==> src/rtl/spi_reg_master_if.sv <==
// Command/response handshake between a register client and spi_reg_master.
interface spi_reg_master_if #(
    parameter int ADDR_W = 4
);
    logic              cmd_valid;
    logic              cmd_ready;
    logic              cmd_write;
    logic [ADDR_W-1:0] cmd_addr;
    logic [7:0]        cmd_wdata;
    logic              rsp_valid;
    logic [7:0]        rsp_rdata;

    modport master (
        output cmd_valid, cmd_write, cmd_addr, cmd_wdata,
        input  cmd_ready, rsp_valid, rsp_rdata
    );

    modport slave (
        input  cmd_valid, cmd_write, cmd_addr, cmd_wdata,
        output cmd_ready, rsp_valid, rsp_rdata
    );
endinterface

==> src/rtl/spi_reg_master.sv <==
// SPI mode-0 register master: one 16-bit frame per command
// ({write, addr[6:0], data}), MSB first, with a fixed chip-select gap.
module spi_reg_master #(
    parameter int ADDR_W  = 4,
    parameter int CLK_DIV = 4,
    parameter int CS_GAP  = 4
) (
    input  logic             clk,
    input  logic             rst_n,
    spi_reg_master_if.slave  bus,
    output logic             busy,
    output logic             spi_cs_n,
    output logic             spi_clk,
    output logic             spi_mosi,
    input  logic             spi_miso
);
    typedef enum logic [2:0] {IDLE, SETUP, HIGH, LOW, HOLD, GAP} state_t;

    state_t      state, state_nxt;
    logic [7:0]  div_cnt;
    logic [3:0]  bit_cnt;
    logic [15:0] tx_shift;
    logic [7:0]  rx_shift;
    logic        is_write;
    logic        cmd_ready;
    logic        accept;
    logic        phase_last;
    logic        gap_last;
    logic [6:0]  addr7;
    logic [15:0] frame;

    assign phase_last    = (div_cnt == 8'(CLK_DIV - 1));
    assign gap_last      = (div_cnt == 8'(CS_GAP - 1));
    assign bus.cmd_ready = cmd_ready;

    // Frame image built from the command fields presented this cycle.
    always_comb begin
        addr7               = '0;
        addr7[ADDR_W-1:0]   = bus.cmd_addr;
        frame               = {bus.cmd_write, addr7, bus.cmd_write ? bus.cmd_wdata : 8'h00};
    end

    // State register.
    always_ff @(posedge clk) begin
        if (!rst_n) state <= IDLE;
        else        state <= state_nxt;
    end

    // Next-state and pin decode; all SPI pins follow the current state.
    always_comb begin
        state_nxt = state;
        cmd_ready = 1'b0;
        accept    = 1'b0;
        busy      = 1'b1;
        spi_cs_n  = 1'b0;
        spi_clk   = 1'b0;
        spi_mosi  = 1'b0;
        case (state)
            IDLE: begin
                busy      = 1'b0;
                spi_cs_n  = 1'b1;
                cmd_ready = rst_n;
                if (bus.cmd_valid && rst_n) begin
                    accept    = 1'b1;
                    state_nxt = SETUP;
                end
            end
            SETUP: begin
                spi_mosi = tx_shift[15];
                if (phase_last) state_nxt = HIGH;
            end
            HIGH: begin
                spi_clk  = 1'b1;
                spi_mosi = tx_shift[15];
                if (phase_last) state_nxt = (bit_cnt == 4'd0) ? HOLD : LOW;
            end
            LOW: begin
                spi_mosi = tx_shift[15];
                if (phase_last) state_nxt = HIGH;
            end
            HOLD: begin
                if (phase_last) state_nxt = GAP;
            end
            GAP: begin
                spi_cs_n = 1'b1;
                if (gap_last) state_nxt = IDLE;
            end
            default: state_nxt = IDLE;
        endcase
    end

    // Divider/bit counters, shift registers and response generation.
    always_ff @(posedge clk) begin
        if (!rst_n) begin
            div_cnt       <= '0;
            bit_cnt       <= '0;
            tx_shift      <= '0;
            rx_shift      <= '0;
            is_write      <= 1'b0;
            bus.rsp_valid <= 1'b0;
            bus.rsp_rdata <= '0;
        end else begin
            bus.rsp_valid <= 1'b0;
            // Every phase ends in a different state, so a state change restarts the divider.
            if (state == IDLE || state != state_nxt) div_cnt <= '0;
            else                                     div_cnt <= div_cnt + 8'd1;
            if (accept) begin
                tx_shift <= frame;
                bit_cnt  <= 4'd15;
                is_write <= bus.cmd_write;
                rx_shift <= '0;
            end
            if (state == HIGH && phase_last) begin
                // Only the last eight samples survive, so address-phase bits fall out.
                rx_shift <= {rx_shift[6:0], spi_miso};
                if (bit_cnt != 4'd0) begin
                    tx_shift <= {tx_shift[14:0], 1'b0};
                    bit_cnt  <= bit_cnt - 4'd1;
                end
            end
            if (state == HOLD && phase_last) begin
                bus.rsp_valid <= 1'b1;
                bus.rsp_rdata <= is_write ? 8'h00 : rx_shift;
            end
        end
    end
endmodule
==> src/flat_wrapper.sv <==
// flat-port wrapper written by rule: the top's interface ports become plain ports
module spi_reg_master_flat 
#(
    parameter int ADDR_W  = 4,
    parameter int CLK_DIV = 4,
    parameter int CS_GAP  = 4
)
  (clk, rst_n, busy, spi_cs_n, spi_clk, spi_mosi, spi_miso, bus_cmd_valid, bus_cmd_write, bus_cmd_addr, bus_cmd_wdata, bus_cmd_ready, bus_rsp_valid, bus_rsp_rdata);
  spi_reg_master_if #(.ADDR_W(ADDR_W)) bus_i ();
  input  logic clk;
  input  logic rst_n;
  output logic busy;
  output logic spi_cs_n;
  output logic spi_clk;
  output logic spi_mosi;
  input  logic spi_miso;
  input wire logic [$bits(bus_i.cmd_valid)-1:0] bus_cmd_valid;
  input wire logic [$bits(bus_i.cmd_write)-1:0] bus_cmd_write;
  input wire logic [$bits(bus_i.cmd_addr)-1:0] bus_cmd_addr;
  input wire logic [$bits(bus_i.cmd_wdata)-1:0] bus_cmd_wdata;
  output wire logic [$bits(bus_i.cmd_ready)-1:0] bus_cmd_ready;
  output wire logic [$bits(bus_i.rsp_valid)-1:0] bus_rsp_valid;
  output wire logic [$bits(bus_i.rsp_rdata)-1:0] bus_rsp_rdata;
  assign bus_i.cmd_valid = bus_cmd_valid;
  assign bus_i.cmd_write = bus_cmd_write;
  assign bus_i.cmd_addr = bus_cmd_addr;
  assign bus_i.cmd_wdata = bus_cmd_wdata;
  assign bus_cmd_ready = bus_i.cmd_ready;
  assign bus_rsp_valid = bus_i.rsp_valid;
  assign bus_rsp_rdata = bus_i.rsp_rdata;
  spi_reg_master #(.ADDR_W(ADDR_W), .CLK_DIV(CLK_DIV), .CS_GAP(CS_GAP)) u_core (.clk(clk), .rst_n(rst_n), .bus(bus_i), .busy(busy), .spi_cs_n(spi_cs_n), .spi_clk(spi_clk), .spi_mosi(spi_mosi), .spi_miso(spi_miso));
endmodule
==> config.mk <==
export PLATFORM = sky130hd
export DESIGN_NAME = spi_reg_master_flat
export DESIGN_NICKNAME = d
export VERILOG_FILES = /design/src/rtl/spi_reg_master_if.sv /design/src/rtl/spi_reg_master.sv /design/src/flat_wrapper.sv
export SDC_FILE = /design/constraint.sdc
export NUM_CORES = 1
export LEC_CHECK = 0
export BUFFER_PORTS_ARGS = -buffer_cell sky130_fd_sc_hd__buf_2
export CAP_MARGIN = 20
export CELL_PAD_IN_SITES_DETAIL_PLACEMENT = 0
export CELL_PAD_IN_SITES_GLOBAL_PLACEMENT = 1
export CORE_MARGIN = 1
export CORE_UTILIZATION = 35
export CTS_CLUSTER_SIZE = 12
export DETAILED_ROUTE_END_ITERATION = 16
export PLACE_DENSITY_LB_ADDON = 0.1
export SLEW_MARGIN = 20
export SYNTH_ARGS = -nofsm -noshare
export SYNTH_HDL_FRONTEND = slang
export SYNTH_SLANG_ARGS = --single-unit
==> constraint.sdc <==
create_clock -name clk -period 2 [get_ports clk]
set_clock_uncertainty 0.05 [all_clocks]
set_input_delay 0.1 -clock clk [delete_from_list [all_inputs] [get_ports clk]]
set_output_delay 0.1 -clock clk [all_outputs]
set_load 0.01 [all_outputs]
* Yosys cells after proc, flatten, opt, wreduce, memory -nomap -nowiden
Cells that the tools add are included.
** Storage, ports and cells
- Register bits after elaboration :: 49
- Logic and storage cells :: 55
** Operators by class
- $add $sub $neg :: 2
- Eq/ne operators :: 7
- Mux-type cells :: 25
- Bitwise logic cells :: 1
- Reduce and logical (&&, ||, !) cells :: 12
** Operators with widths (number)
- $mux 16 :: 3
- $mux 8 :: 4
- $mux 3 :: 6
- $pmux 3 s5 :: 1
- $mux 4 :: 3
- $add 8x1->8 const B :: 1
- $eq 8x2->1 const B :: 1
- $mux 1 :: 8
- $eq 3x2->1 const B :: 2
- $eq 3x3->1 const B :: 2
- $reduce_or 2->1 :: 3
- $logic_not 4->1 :: 1
- $reduce_bool 4->1 :: 1
- $sub 4x1->4 const B :: 1
- $eq 3x1->1 const B :: 1
- $logic_and 1x1->1 :: 3
- $logic_not 3->1 :: 1
- $ne 3x3->1 :: 1
- $reduce_or 3->1 :: 1
- $reduce_bool 2->1 :: 1
- $logic_or 1x1->1 :: 1
- $not 1->1 :: 1

* Longest topological paths before layout
Gate-level depths: netlist of run 1.
- Depth in word-level cells :: 7
- Gate-level depth with buffers :: 7
- Depth with buffers taken out :: 6

* Least setup slack after synthesis of run 1
No wires, ideal clock.
- Path kind :: register to register
- From :: reg u_core.div_cnt[0]
- To :: reg u_core.tx_shift[5]
- Library setup time :: 122 ps
- Arrival time :: 1870 ps
- Path slack :: -42 ps
- Stages on the path, launching flop included :: 6
- Path buffers :: 0
- Path through :: dfxtp_1 ha_1 or4b_4 nor4_4 nor2_2 a221o_1
** On the way
- Longest elaborated chain between the ends :: 3
** Ends and longest elaborated chain
- from (decl) :: RTL line spi_reg_master.sv:20 : logic [7:0] div_cnt;
- from (signal assigned) :: RTL line spi_reg_master.sv:106 : else div_cnt <= div_cnt + 8'd1;
- $eq 8x2->1 :: RTL line spi_reg_master.sv:32 : assign phase_last = (div_cnt == 8'(CLK_DIV - 1));
- $logic_and 1x1->1 :: RTL line spi_reg_master.sv:113 : if (state == HIGH && phase_last) begin
- $mux 16 :: RTL line spi_reg_master.sv:113
- to (signal assigned) :: RTL line spi_reg_master.sv:108 : tx_shift <= frame;
- to (signal assigned) :: RTL line spi_reg_master.sv:117 : tx_shift <= {tx_shift[14:0], 1'b0};
- to (decl) :: RTL line spi_reg_master.sv:22 : logic [15:0] tx_shift;
No other way between the ends.
A chain may end at the register's enable or synchronous reset.

* Worst setup path after layout of run 1
Same ends and word-level chain as after synthesis.

==> results of run 1 <==
sequential cells by signal, indices dropped and copies added (netlist names):
signal / count
u_core.bus.rsp_valid: 1
u_core.rx_shift: 8
u_core.state: 3
u_core.bus.rsp_rdata: 8
u_core.is_write: 1
u_core.div_cnt: 8
u_core.tx_shift: 16
u_core.bit_cnt: 4
layout make-up:
| class | count | area, um2 | area share, % |
|---|---|---|---|
| clock inverter | 2 | 38.8 | 1.39 |
| multi-input combinational | 168 | 1050 | 37.7 |
| sequential | 49 | 988 | 35.4 |
| timing repair buffer | 76 | 533 | 19.1 |
| clock buffer | 6 | 72.6 | 2.60 |
| tap | 72 | 90.1 | 3.23 |
| inverter | 4 | 15.0 | 0.538 |
cell families after synthesis:
group / count (synthesis)
DFF: 49
adders and majority gates: 2
AOI/OAI and AO/OA: 62
xor gates and xnor gates: 8
and+or+nand+nor: 96
buffers and inverters: 17
cells in the final DEF, fill, tap and decap left out, types with 7 or more instances in the layout:
master and instances:
sky130_fd_sc_hd__buf_2 30, sky130_fd_sc_hd__nor2_1 10, sky130_fd_sc_hd__a21oi_1 27, sky130_fd_sc_hd__dlygate4sd3_1 12, sky130_fd_sc_hd__nand3_1 17, sky130_fd_sc_hd__o21ai_0 7, sky130_fd_sc_hd__buf_4 32, sky130_fd_sc_hd__dfxtp_1 45
sky130_fd_sc_hd__a22o_1 8, sky130_fd_sc_hd__nand2_1 29
what timing repair did:
action | CTS | global route
hold endpoints to repair | 12 | 0
buffers inserted | 2 | 3
pin swaps | 1 | 6
gates cloned | 0 | 0
setup endpoints to repair | 1 | 9
resized for setup | 2 | 9
hold buffers | 12 | 0
power groups by stage:
stage,clock network (mW),registers (mW),logic (mW)
final,0.715,1.01,0.181
after global routing,0.766,1.01,0.204
after CTS,0.732,1.01,0.182
after detailed placement,0,1.03,0.161
after global placement,0,1.03,0.160
after floorplan,0,1.03,0.0937
worst register-to-register path: cells and delay by family (launching register included):
family / cells / cell delay (ns)
flops: 1 / 0.36
fa+ha+maj: 1 / 0.14
buf+inv: 1 / 0.16
simple gates: 3 / 0.84
compound gates: 1 / 0.29
worst paths after layout:
path	startpoint	endpoint	slack (ns)	depth (start not counted)
worst max-delay path	u_core.div_cnt[0]	u_core.tx_shift[5]	0.05	6
worst min-delay path	bus_cmd_wdata[0]	u_core.tx_shift[0]	0.01	3
worst max register to register	u_core.div_cnt[0]	u_core.tx_shift[5]	0.05	6
worst min register to register	u_core.tx_shift[11]	u_core.tx_shift[12]	0.40	2
stage by stage:
stage	TNS (ns)	hold WS [ns]	std cells
finish	0	0.0111	377
global route	-0.129	0.0405	377
global placement	0	0.268	352
detailed placement	0	0.277	352
CTS	0	0.00901	374
floorplan	0	0.169	234
routing by layer:
metal | vias up | routed length (um) | GRT usage (%)
li1 | 987 | - | -
met2 | 26 | 2370 | 30.8
met3 | 7 | 126 | 3.91
met4 | 0 | 76 | 7.09
met5 | - | 0 | 0
met1 | 863 | 2390 | 22.0
==> metrics.txt, run 1 <==
# TYPE chip_impl_metric gauge
chip_impl_info{name="outcome",value="completed"} 1
chip_impl_info{name="synth-main-ff-cell",value="sky130_fd_sc_hd__dfxtp_1"} 1
chip_impl_metric{name="antenna_violations_before_repair",unit=""} 0
chip_impl_metric{name="fillerInstances",unit=""} 586
chip_impl_metric{name="synthesis.yosys.warnings",unit=""} 0
chip_impl_metric{name="drv.max_cap_violation_count",unit=""} 0
chip_impl_info{name="clock_root_buffer",value="sky130_fd_sc_hd__clkbuf_8"} 1
chip_impl_metric{name="drt_wl_total",unit="um"} 4960
chip_impl_metric{name="cellPowerDensity",unit="nW/um2"} 682
chip_impl_metric{name="area.growth.synth_to_final",unit="%"} 34.2
chip_impl_metric{name="synthSimpleGateAreaFrac",unit="%"} 25.9
chip_impl_info{name="tritoncts",value="done"} 1
chip_impl_metric{name="worst_slew_margin_rel",unit="%"} 55.2
chip_impl_metric{name="post_synth_instance_area",unit="um2"} 2080
chip_impl_metric{name="detailed_place_hpwl",unit="um"} 3500
chip_impl_metric{name="routabilityCongestion",unit=""} 0.784
chip_impl_metric{name="syn_nets",unit=""} 253
chip_impl_metric{name="num_antenna_cells",unit=""} 0
chip_impl_metric{name="drt_iter0_markers",unit=""} 63
chip_impl_metric{name="route.detailed.vias_per_inst",unit=""} 4.99
chip_impl_metric{name="layout-drive-gt1-share",unit="%"} 28.5
chip_impl_metric{name="power.sequential.fraction",unit="%"} 53.0
chip_impl_info{name="family_of_cells_with_the_greatest_summed_delay_on_the_critical_path",value="simple AND/OR/NAND/NOR gates"} 1
chip_impl_metric{name="drc",unit=""} 0
chip_impl_info{name="timing.hold.worst.class",value="in -> reg"} 1
chip_impl_metric{name="avgRoutedWirePerCell",unit="um"} 13.1
chip_impl_metric{name="cts_inserted_buffers",unit=""} 5
chip_impl_metric{name="internal_power",unit="mW"} 1.46
chip_impl_metric{name="synth_enable_flop_cells",unit=""} 0
chip_impl_metric{name="crit_fanout",unit=""} 6
chip_impl_metric{name="total_power_consumption",unit="mW"} 1.90
chip_impl_metric{name="design.core.area",unit="um2"} 5610
chip_impl_info{name="timing.critical_path.cells",value="ha_4 -> or4b_4 -> nor4_4 -> buf_6 -> nor2_4 -> a221o_1"} 1
chip_impl_metric{name="postPlaceCellArea",unit="um2"} 2500
chip_impl_metric{name="num-nets-final",unit=""} 323
chip_impl_metric{name="power_share_of_the_combinational_group",unit="%"} 9.5
chip_impl_metric{name="cts_num_sinks",unit=""} 49
chip_impl_metric{name="global_route.overflow_total",unit=""} 0
chip_impl_info{name="ys_top_cells_by_area",value="sky130_fd_sc_hd__dfxtp_1 47%, sky130_fd_sc_hd__a21oi_1 6.5%, sky130_fd_sc_hd__nand2_1 5.2%"} 1
chip_impl_metric{name="synth.top_cell.area_share",unit="%"} 47.1
chip_impl_metric{name="chipHeight",unit="um"} 79.1
chip_impl_metric{name="clockBufferDepth",unit=""} 2
chip_impl_metric{name="grt_start_max_net_pins",unit=""} 22
chip_impl_metric{name="cts-htree-levels",unit=""} 2
chip_impl_metric{name="rows",unit=""} 27
chip_impl_info{name="cp-end-kind",value="flop"} 1
chip_impl_metric{name="die-width",unit="um"} 79.1
chip_impl_metric{name="wire_length_of_the_first_global_routing_pass",unit="um"} 8700
chip_impl_metric{name="max_freq",unit="MHz"} 513
chip_impl_metric{name="clk_pin_slew",unit="ns"} 0.09
chip_impl_info{name="cp_slowest_cell",value="sky130_fd_sc_hd__or4b_4"} 1
chip_impl_metric{name="ys_async_sr_fraction",unit="%"} 0
chip_impl_metric{name="cpPeakStageDelay",unit="ns"} 0.50
chip_impl_metric{name="fin_util",unit="%"} 49.8
chip_impl_metric{name="timing.critical_path.arrival",unit="ns"} 2.09
chip_impl_metric{name="final_design_area_no_fill",unit="um2"} 2790
chip_impl_metric{name="synthCells",unit=""} 234
chip_impl_metric{name="power.switching_fraction",unit="%"} 23.2
chip_impl_metric{name="final-setup-viol-count",unit=""} 0
chip_impl_metric{name="post-route-worst-setup-slack",unit="ns"} 0.0520
chip_impl_info{name="critical_path_class",value="reg -> reg"} 1
chip_impl_metric{name="netSwitchingPower",unit="mW"} 0.443
chip_impl_info{name="synthMostInstantiatedCell",value="sky130_fd_sc_hd__dfxtp_1"} 1
chip_impl_metric{name="post_synth_mux_area_share",unit="%"} 0
chip_impl_metric{name="worst_ep_required_time",unit="ns"} 2.15
chip_impl_metric{name="worst_skew_pair.late_latency",unit="ns"} 0.31
chip_impl_metric{name="power.leakage",unit="nW"} 1.13
chip_impl_metric{name="ir_drop",unit="mV"} 0.311
chip_impl_metric{name="worst-path-buf-inv",unit=""} 1
chip_impl_metric{name="synth.lib_cells_used.distinct",unit=""} 40
chip_impl_metric{name="synth_xor_xnor_area_share",unit="%"} 3.37
chip_impl_info{name="grt_setup_unrepaired",value="true"} 1
chip_impl_info{name="critical_path.startpoint_type",value="flop"} 1
chip_impl_metric{name="port-buffer-count",unit=""} 30
chip_impl_metric{name="grt_pass1_vias",unit=""} 1881
chip_impl_metric{name="clockPowerShare",unit="%"} 37.5
chip_impl_metric{name="initial_core_utilization",unit="%"} 37.1
chip_impl_metric{name="grtUsageTotal",unit="%"} 18.1
chip_impl_metric{name="finalCritPeriodShare",unit="%"} 97.4
chip_impl_info{name="post_synth_most_frequent_cells",value="49 x sky130_fd_sc_hd__dfxtp_1, 29 x sky130_fd_sc_hd__nand2_1, 27 x sky130_fd_sc_hd__a21oi_1"} 1
chip_impl_metric{name="slew_viol_final",unit=""} 0
chip_impl_metric{name="synth.ff_latch_count",unit=""} 49
chip_impl_metric{name="synth_seq_area_share",unit="%"} 47.1
chip_impl_metric{name="finalHoldViolCount",unit=""} 0
chip_impl_info{name="largest_family_of_logic_cells_by_synthesized_area",value="simple AND/OR/NAND/NOR gates"} 1
chip_impl_metric{name="drtAntennaViolNets",unit=""} 0
chip_impl_metric{name="worst-slew-pin-transition",unit="ns"} 0.671
chip_impl_metric{name="detailedRoute.firstPassIterationCount",unit=""} 4
chip_impl_info{name="synth.largest_area_cell",value="sky130_fd_sc_hd__dfxtp_1"} 1
chip_impl_metric{name="io-pin-count",unit=""} 31
chip_impl_metric{name="post_synth.cell_area_avg",unit="um2"} 8.89
chip_impl_metric{name="synth_fa_ha_area_share",unit="%"} 1.20
chip_impl_metric{name="post-route-min-period",unit="ns"} 1.95
chip_impl_metric{name="placement.setup.worst_slack",unit="ns"} 0.0231
chip_impl_metric{name="die_area",unit="um2"} 6260
chip_impl_metric{name="synth_compound_gate_area_share",unit="%"} 18.9
chip_impl_metric{name="vias",unit=""} 1883
Power figures use the tool's default switching activity.
==> inputs of run 2 (changes only) <==
--- a/config.mk
+++ b/config.mk
@@ -14,6 +14,7 @@
 export CTS_CLUSTER_SIZE = 12
 export DETAILED_ROUTE_END_ITERATION = 16
 export PLACE_DENSITY_LB_ADDON = 0.1
+export REMOVE_ABC_BUFFERS = 1
 export SLEW_MARGIN = 20
 export SYNTH_ARGS = -nofsm -noshare
 export SYNTH_HDL_FRONTEND = slang
==> run 2 against run 1 <==
  * Clock-buffer cell count is 1 lower
  * Register-to-register slack gained 0.06 ns
  * Sequential cell count unchanged
  * Highest routed layer unchanged
  * Maximum frequency rose by 3.1%
  * Routed wire length unchanged
==> metrics.txt, run 2 (synthesis results as in run 1) <==
# TYPE chip_impl_metric gauge
chip_impl_metric{name="cts-htree-levels",unit=""} 2
chip_impl_metric{name="worst_skew_pair.late_latency",unit="ns"} 0.31
chip_impl_metric{name="seq_area",unit="um2"} 985
chip_impl_metric{name="finalHoldViolCount",unit=""} 0
chip_impl_metric{name="power.leakage",unit="nW"} 1.10
chip_impl_metric{name="cellPowerDensity",unit="nW/um2"} 650
chip_impl_metric{name="num_antenna_cells",unit=""} 0
chip_impl_info{name="endpoint",value="u_core.state[1]"} 1
chip_impl_metric{name="design.core.area",unit="um2"} 5610
chip_impl_info{name="worstReg2RegStart",value="u_core.div_cnt[1]"} 1
chip_impl_info{name="most_flop_heavy_register",value="u_core.tx_shift"} 1
chip_impl_info{name="grt_setup_unrepaired",value="false"} 1
chip_impl_info{name="timing.critical_path.from",value="u_core.div_cnt[1]"} 1
chip_impl_metric{name="num-nets-final",unit=""} 321
chip_impl_metric{name="cts_num_sinks",unit=""} 49
chip_impl_metric{name="fin_util",unit="%"} 49.1
chip_impl_info{name="r2r-end",value="u_core.state[1]"} 1
chip_impl_metric{name="crit_fanout",unit=""} 3
chip_impl_metric{name="drt_wl_total",unit="um"} 4960
chip_impl_metric{name="vias",unit=""} 1883
chip_impl_metric{name="drtAntennaViolNets",unit=""} 0
chip_impl_metric{name="post-route-worst-setup-slack",unit="ns"} 0.110
chip_impl_metric{name="netSwitchingPower",unit="mW"} 0.454
chip_impl_info{name="outcome",value="completed"} 1
chip_impl_metric{name="io-pin-count",unit=""} 31
chip_impl_metric{name="power.switching_fraction",unit="%"} 25.4
chip_impl_info{name="timing.critical_path.cells",value="ha_2 -> or4b_4 -> buf_4 -> nor2_2 -> buf_4 -> nand2_1 -> a211oi_1"} 1
chip_impl_metric{name="worst-slew-pin-transition",unit="ns"} 0.396
chip_impl_metric{name="fillerInstances",unit=""} 596
chip_impl_metric{name="timing.critical_path.arrival",unit="ns"} 2.05
chip_impl_metric{name="drc",unit=""} 0
chip_impl_info{name="critical_path.startpoint_type",value="flop"} 1
chip_impl_metric{name="route.detailed.vias_per_inst",unit=""} 5.02
chip_impl_metric{name="setup_total_negative_slack",unit="ns"} 0
chip_impl_metric{name="worst-r2r-cell-count",unit=""} 7
chip_impl_info{name="clock_root_buffer",value="sky130_fd_sc_hd__clkbuf_8"} 1
chip_impl_metric{name="layout-drive-gt1-share",unit="%"} 29.0
chip_impl_metric{name="r2r_setup_slack",unit="ns"} 0.11
chip_impl_metric{name="power.sequential.fraction",unit="%"} 56.5
chip_impl_metric{name="max_freq",unit="MHz"} 529
chip_impl_metric{name="clockBufferDepth",unit=""} 2
chip_impl_metric{name="power_share_of_the_combinational_group",unit="%"} 9.9
chip_impl_metric{name="slew_viol_final",unit=""} 0
chip_impl_metric{name="area.growth.synth_to_final",unit="%"} 32.3
chip_impl_metric{name="final-setup-viol-count",unit=""} 0
chip_impl_metric{name="grtUsageTotal",unit="%"} 17.0
chip_impl_metric{name="avgRoutedWirePerCell",unit="um"} 13.2
chip_impl_metric{name="detailed_place_hpwl",unit="um"} 3500
chip_impl_metric{name="antenna_violations_before_repair",unit=""} 0
chip_impl_metric{name="initial_core_utilization",unit="%"} 37.1
chip_impl_metric{name="rows",unit=""} 27
chip_impl_metric{name="worst_ep_required_time",unit="ns"} 2.16
chip_impl_metric{name="multiInputGateArea",unit="um2"} 1060
chip_impl_metric{name="die-width",unit="um"} 79.1
chip_impl_info{name="timing.hold.worst.class",value="in -> reg"} 1
chip_impl_metric{name="post-route-min-period",unit="ns"} 1.89
chip_impl_metric{name="ir_drop",unit="mV"} 0.250
chip_impl_metric{name="global_route.overflow_total",unit=""} 0
chip_impl_metric{name="grt_start_max_net_pins",unit=""} 22
chip_impl_info{name="most_frequent_cell_on_critical_path",value="sky130_fd_sc_hd__buf_4"} 1
chip_impl_metric{name="total_power_consumption",unit="mW"} 1.79
chip_impl_metric{name="clockPowerShare",unit="%"} 33.5
chip_impl_info{name="holdCritStartpoint",value="bus_cmd_write"} 1
chip_impl_info{name="cp_slowest_cell",value="sky130_fd_sc_hd__or4b_4"} 1
chip_impl_metric{name="cpPeakStageDelay",unit="ns"} 0.49
chip_impl_metric{name="internal_power",unit="mW"} 1.33
chip_impl_metric{name="worst_slew_margin_rel",unit="%"} 73.6
chip_impl_info{name="critical_path_class",value="reg -> reg"} 1
chip_impl_info{name="cp-end-kind",value="flop"} 1
chip_impl_metric{name="largest_register_ff_count",unit=""} 16
chip_impl_info{name="mostFrequentLayoutCell",value="sky130_fd_sc_hd__dfxtp_1"} 1
chip_impl_info{name="commonest_cells_after_routing_fill_and_taps_aside",value="46 x sky130_fd_sc_hd__dfxtp_1, 31 x sky130_fd_sc_hd__buf_2, 29 x sky130_fd_sc_hd__buf_4, 28 x sky130_fd_sc_hd__nand2_1, 26 x sky130_fd_sc_hd__a21oi_1"} 1
chip_impl_metric{name="port-buffer-count",unit=""} 30
chip_impl_metric{name="routabilityCongestion",unit=""} 0.748
chip_impl_info{name="tritoncts",value="done"} 1
chip_impl_metric{name="clk_pin_slew",unit="ns"} 0.09
chip_impl_metric{name="drt_iter0_markers",unit=""} 51
chip_impl_metric{name="cts_inserted_buffers",unit=""} 5
chip_impl_metric{name="number_of_standard_cells_in_the_layout_taps_in_and_fillers_out",unit=""} 375
chip_impl_metric{name="finalCritPeriodShare",unit="%"} 94.5
chip_impl_metric{name="grt_pass1_vias",unit=""} 1811
chip_impl_metric{name="placement.setup.worst_slack",unit="ns"} 0.0103
chip_impl_metric{name="drv.max_cap_violation_count",unit=""} 0
chip_impl_metric{name="chipHeight",unit="um"} 79.1
chip_impl_metric{name="detailedRoute.firstPassIterationCount",unit=""} 4
chip_impl_metric{name="wire_length_of_the_first_global_routing_pass",unit="um"} 8320
chip_impl_metric{name="die_area",unit="um2"} 6260
chip_impl_metric{name="placed_cells_incl_taps",unit=""} 350
## run 2: cell types whose count changed in the layout (fill, tap and decap cells not counted), moves of 2 or more
cell                      previous run  this run
sky130_fd_sc_hd__nor2_2              0         2
sky130_fd_sc_hd__o21ai_1             3         1
sky130_fd_sc_hd__o21ai_0             7         9
sky130_fd_sc_hd__buf_4              32        29
sky130_fd_sc_hd__ha_2                0         2
## run 2: critical path: cells and delay by family (launching register included)
family	cells	cell delay, ns
AND/OR/NAND/NOR	3	0.69
buffers and inverters	2	0.31
AO/OA/AOI/OAI	1	0.23
adder cells (fa/ha/maj)	1	0.18
flip-flops	1	0.34
## run 2: power groups by stage
stage / clock network, mW / registers, mW / logic, mW
after floorplan: 0 / 1.03 / 0.0809
after global placement: 0 / 1.03 / 0.154
after detailed placement: 0 / 1.03 / 0.156
after CTS: 0.618 / 1.01 / 0.175
after global routing: 0.660 / 1.01 / 0.199
final: 0.600 / 1.01 / 0.177
## run 2: cell type report
| class | count | share of cell area, % |
|---|---|---|
| Inverter | 4 | 0.545 |
| Multi-Input combinational cell | 168 | 38.4 |
| Clock inverter | 3 | 0.773 |
| Clock buffer | 5 | 2.50 |
| Sequential cell | 49 | 35.8 |
| Tap cell | 72 | 3.27 |
| Timing Repair Buffer | 74 | 18.7 |
## run 2: worst min-delay path by stage
stage                    endpoint  slack (ns)  depth (start not counted)
2_1_floorplan  u_core.tx_shift[1]        0.17                          2
3_3_place_gp   u_core.tx_shift[2]        0.26                          3
3_5_place_dp   u_core.tx_shift[2]        0.26                          3
4_1_cts        u_core.tx_shift[0]        0.02                          3
5_1_grt        u_core.tx_shift[0]        0.05                          3
6_report       u_core.tx_shift[0]        0.03                          3
## run 2: layer usage
metal | track usage (%) | part of all wire [%]
met1 | 21.9 | 49
met2 | 28.0 | 47
met3 | 3.22 | 2.6
met4 | 6.36 | 2.1
met5 | 0 | 0
## run 2: metrics by stage
step                hold slack, ns  instance area [um2]
floorplan                    0.169                 2020
global placement             0.257                 2460
detailed placement           0.261                 2460
CTS                         0.0174                 2690
global route                0.0511                 2750
finish                      0.0260                 2750
## run 2: what timing repair did
item	CTS	global route
pin swaps	0	2
gates cloned	0	1
gates resized for setup	4	11
setup endpoints to repair	9	20
endpoints found under the hold margin	12	0
hold buffers	12	0
setup buffers	1	3
==> inputs of run 3 (changes only) <==
--- a/config.mk
+++ b/config.mk
@@ -6,14 +6,13 @@
 export NUM_CORES = 1
 export LEC_CHECK = 0
 export BUFFER_PORTS_ARGS = -buffer_cell sky130_fd_sc_hd__buf_2
-export CAP_MARGIN = 20
 export CELL_PAD_IN_SITES_DETAIL_PLACEMENT = 0
 export CELL_PAD_IN_SITES_GLOBAL_PLACEMENT = 1
 export CORE_MARGIN = 1
 export CORE_UTILIZATION = 35
 export CTS_CLUSTER_SIZE = 12
 export DETAILED_ROUTE_END_ITERATION = 16
-export PLACE_DENSITY_LB_ADDON = 0.1
+export PLACE_DENSITY = 0.64
 export REMOVE_ABC_BUFFERS = 1
 export SLEW_MARGIN = 20
 export SYNTH_ARGS = -nofsm -noshare
==> constraint.sdc (replaced) <==
create_clock -name clk -period 1.98 [get_ports clk]
set_clock_uncertainty 0.05 [all_clocks]
set_input_delay 0.099 -clock clk [delete_from_list [all_inputs] [get_ports clk]]
set_output_delay 0.099 -clock clk [all_outputs]
set_load 0.01 [all_outputs]
==> run 3 against run 2 <==
  * Critical path depth rose by 1
  * Die area did not move
  * Register-to-register slack barely moved
  * Combinational power barely moved
  * Non-clock buffer count fell by 2
  * Hold slack improved by 0.0048 ns
  * Routed wire length fell by 4.2%
  * Global-route usage fell by 0.44 points
  * Setup slack improved by 0.0090 ns
  * Sequential power barely moved
  * Clock-buffer cell count did not move
  * Sequential cell count did not move
==> metrics.txt, run 3 (synthesis results as in run 1) <==
# TYPE chip_impl_metric gauge
chip_impl_info{name="critical_path.startpoint_type",value="flop"} 1
chip_impl_metric{name="worst_ep_required_time",unit="ns"} 2.12
chip_impl_metric{name="routabilityCongestion",unit=""} 0.780
chip_impl_metric{name="drtAntennaViolNets",unit=""} 0
chip_impl_metric{name="antenna_violations_before_repair",unit=""} 0
chip_impl_info{name="clock_root_buffer",value="sky130_fd_sc_hd__clkbuf_8"} 1
chip_impl_info{name="timing.critical_path.from",value="u_core.bit_cnt[0]"} 1
chip_impl_metric{name="num-nets-final",unit=""} 319
chip_impl_metric{name="final-setup-viol-count",unit=""} 0
chip_impl_metric{name="grt_pass1_vias",unit=""} 1714
chip_impl_metric{name="area.growth.synth_to_final",unit="%"} 33.7
chip_impl_info{name="mostFrequentLayoutCell",value="sky130_fd_sc_hd__dfxtp_1"} 1
chip_impl_metric{name="cts_inserted_buffers",unit=""} 5
chip_impl_metric{name="cellPowerDensity",unit="nW/um2"} 736
chip_impl_metric{name="r2r_setup_slack",unit="ns"} 0.12
chip_impl_metric{name="clockPowerShare",unit="%"} 41.5
chip_impl_metric{name="rows",unit=""} 27
chip_impl_metric{name="initial_core_utilization",unit="%"} 37.1
chip_impl_info{name="endpoint",value="u_core.tx_shift[5]"} 1
chip_impl_metric{name="layout-drive-gt1-share",unit="%"} 28.2
chip_impl_metric{name="internal_power",unit="mW"} 1.60
chip_impl_metric{name="chipHeight",unit="um"} 79.1
chip_impl_metric{name="max_freq",unit="MHz"} 537
chip_impl_metric{name="power.leakage",unit="nW"} 1.11
chip_impl_metric{name="final_design_area_no_fill",unit="um2"} 2780
chip_impl_metric{name="die_area",unit="um2"} 6260
chip_impl_info{name="outcome",value="completed"} 1
chip_impl_metric{name="drt_wl_total",unit="um"} 4750
chip_impl_metric{name="power.switching_fraction",unit="%"} 21.7
chip_impl_metric{name="netSwitchingPower",unit="mW"} 0.444
chip_impl_metric{name="timing.critical_path.arrival",unit="ns"} 2.00
chip_impl_metric{name="number_of_standard_cells_in_the_layout_taps_in_and_fillers_out",unit=""} 373
chip_impl_metric{name="cts_num_sinks",unit=""} 49
chip_impl_info{name="critical_path_class",value="reg -> reg"} 1
chip_impl_metric{name="grtUsageTotal",unit="%"} 16.6
chip_impl_info{name="tritoncts",value="done"} 1
chip_impl_metric{name="worst-r2r-cell-count",unit=""} 8
chip_impl_metric{name="worst_skew_pair.late_latency",unit="ns"} 0.30
chip_impl_metric{name="clk_pin_slew",unit="ns"} 0.09
chip_impl_info{name="commonest_cells_after_routing_fill_and_taps_aside",value="45 x sky130_fd_sc_hd__dfxtp_1, 30 x sky130_fd_sc_hd__buf_2, 29 x sky130_fd_sc_hd__nand2_1, 27 x sky130_fd_sc_hd__buf_4, 26 x sky130_fd_sc_hd__a21oi_1"} 1
chip_impl_metric{name="finalCritPeriodShare",unit="%"} 94.0
chip_impl_metric{name="postPlaceCellArea",unit="um2"} 2490
chip_impl_metric{name="post_cts.repair.setup_buffers",unit=""} 0
chip_impl_metric{name="clockBufferDepth",unit=""} 2
chip_impl_info{name="timing.hold.worst.class",value="in -> reg"} 1
chip_impl_metric{name="global_route.overflow_total",unit=""} 0
chip_impl_metric{name="vias",unit=""} 1862
chip_impl_metric{name="worst_slew_margin_rel",unit="%"} 73.7
chip_impl_metric{name="ir_drop",unit="mV"} 0.369
chip_impl_metric{name="slew_viol_final",unit=""} 0
chip_impl_info{name="grt_setup_unrepaired",value="false"} 1
chip_impl_metric{name="num_antenna_cells",unit=""} 0
chip_impl_metric{name="drc",unit=""} 0
chip_impl_metric{name="detailedRoute.firstPassIterationCount",unit=""} 4
chip_impl_info{name="cp-end-kind",value="flop"} 1
chip_impl_metric{name="avgRoutedWirePerCell",unit="um"} 12.7
chip_impl_metric{name="cts-htree-levels",unit=""} 2
chip_impl_metric{name="die-width",unit="um"} 79.1
chip_impl_metric{name="wire_length_of_the_first_global_routing_pass",unit="um"} 8100
chip_impl_metric{name="drv.max_cap_violation_count",unit=""} 0
chip_impl_info{name="most_flop_heavy_register",value="u_core.tx_shift"} 1
chip_impl_metric{name="grt_start_max_net_pins",unit=""} 22
chip_impl_metric{name="io-pin-count",unit=""} 31
chip_impl_metric{name="placed_cells_incl_taps",unit=""} 353
chip_impl_metric{name="power.sequential.fraction",unit="%"} 49.9
chip_impl_metric{name="finalHoldViolCount",unit=""} 0
chip_impl_metric{name="post-route-min-period",unit="ns"} 1.86
chip_impl_metric{name="port-buffer-count",unit=""} 30
chip_impl_metric{name="design.core.area",unit="um2"} 5610
chip_impl_metric{name="worst-slew-pin-transition",unit="ns"} 0.394
chip_impl_metric{name="route.detailed.vias_per_inst",unit=""} 4.99
chip_impl_metric{name="drt_iter0_markers",unit=""} 109
chip_impl_metric{name="detailed_place_hpwl",unit="um"} 3380
chip_impl_metric{name="power_share_of_the_combinational_group",unit="%"} 8.6
chip_impl_metric{name="largest_register_ff_count",unit=""} 16
chip_impl_metric{name="crit_fanout",unit=""} 5
chip_impl_metric{name="fillerInstances",unit=""} 588
chip_impl_info{name="r2r-end",value="u_core.tx_shift[5]"} 1
chip_impl_info{name="worstReg2RegStart",value="u_core.bit_cnt[0]"} 1
run 3: metrics by stage:
stage,setup WS (ns),total power [mW],TNS [ns],util (%),hold WS (ns)
after floorplan,-0.285,1.12,-2.61,-,0.168
after global placement,0.0334,1.20,0,44.4,0.262
after detailed placement,-0.0114,1.20,-0.0181,44.4,0.264
after CTS,0.000417,2.07,0,49.0,0.0319
after global routing,0.00475,2.15,0,49.6,0.0559
final,0.119,2.05,0,49.6,0.0309
run 3: repair_timing:
action                                  4_1_cts  5_1_grt
endpoints found under the hold margin        12        0
gates resized for setup                       3        9
hold buffers                                 12        0
endpoints found under the setup margin       14       19
gates cloned                                  0        0
pin swaps                                     2        1
run 3: worst min-delay path by stage:
stage	startpoint	end	slack, ns	cells after the start
2_1_floorplan	bus_cmd_wdata[1]	u_core.tx_shift[1]	0.17	2
3_3_place_gp	bus_cmd_wdata[1]	u_core.tx_shift[1]	0.26	3
3_5_place_dp	bus_cmd_wdata[1]	u_core.tx_shift[1]	0.26	3
4_1_cts	bus_cmd_write	u_core.tx_shift[0]	0.03	3
5_1_grt	bus_cmd_write	u_core.tx_shift[0]	0.06	3
6_report	bus_cmd_write	u_core.tx_shift[0]	0.03	3
run 3: power groups by stage:
stage	clock [mW]	combinational, mW	sequential [mW]
floorplan	0	0.0817	1.04
global placement	0	0.159	1.04
detailed placement	0	0.158	1.04
CTS	0.873	0.177	1.02
global route	0.922	0.198	1.03
finish	0.851	0.176	1.02
run 3: critical path: stages, from the launching register on:
cell and delay, ns:
sky130_fd_sc_hd__dfxtp_2 0.36, sky130_fd_sc_hd__inv_1 0.05, sky130_fd_sc_hd__ha_2 0.19, sky130_fd_sc_hd__nor3b_1 0.14, sky130_fd_sc_hd__buf_4 0.16, sky130_fd_sc_hd__nor4_4 0.25, sky130_fd_sc_hd__buf_4 0.20, sky130_fd_sc_hd__nor2_2 0.05
sky130_fd_sc_hd__a221o_1 0.31
run 3: area by class of cell:
class	count	area (um2)	area share [%]
Clock inverter	3	68.8	2.47
Clock buffer	5	68.8	2.47
Inverter	4	15.0	0.540
Timing Repair Buffer	72	507	18.2
Sequential cell	49	986	35.4
Multi-Input combinational cell	168	1050	37.6
Tap cell	72	90.1	3.24
run 3: routing by layer:
layer	vias up	track usage [%]	part of all wire, %
met3	5	3.45	2.3
met4	0	4.36	0.86
met5	-	0	0
li1	975	-	-
met1	857	22.3	52
met2	25	26.7	45
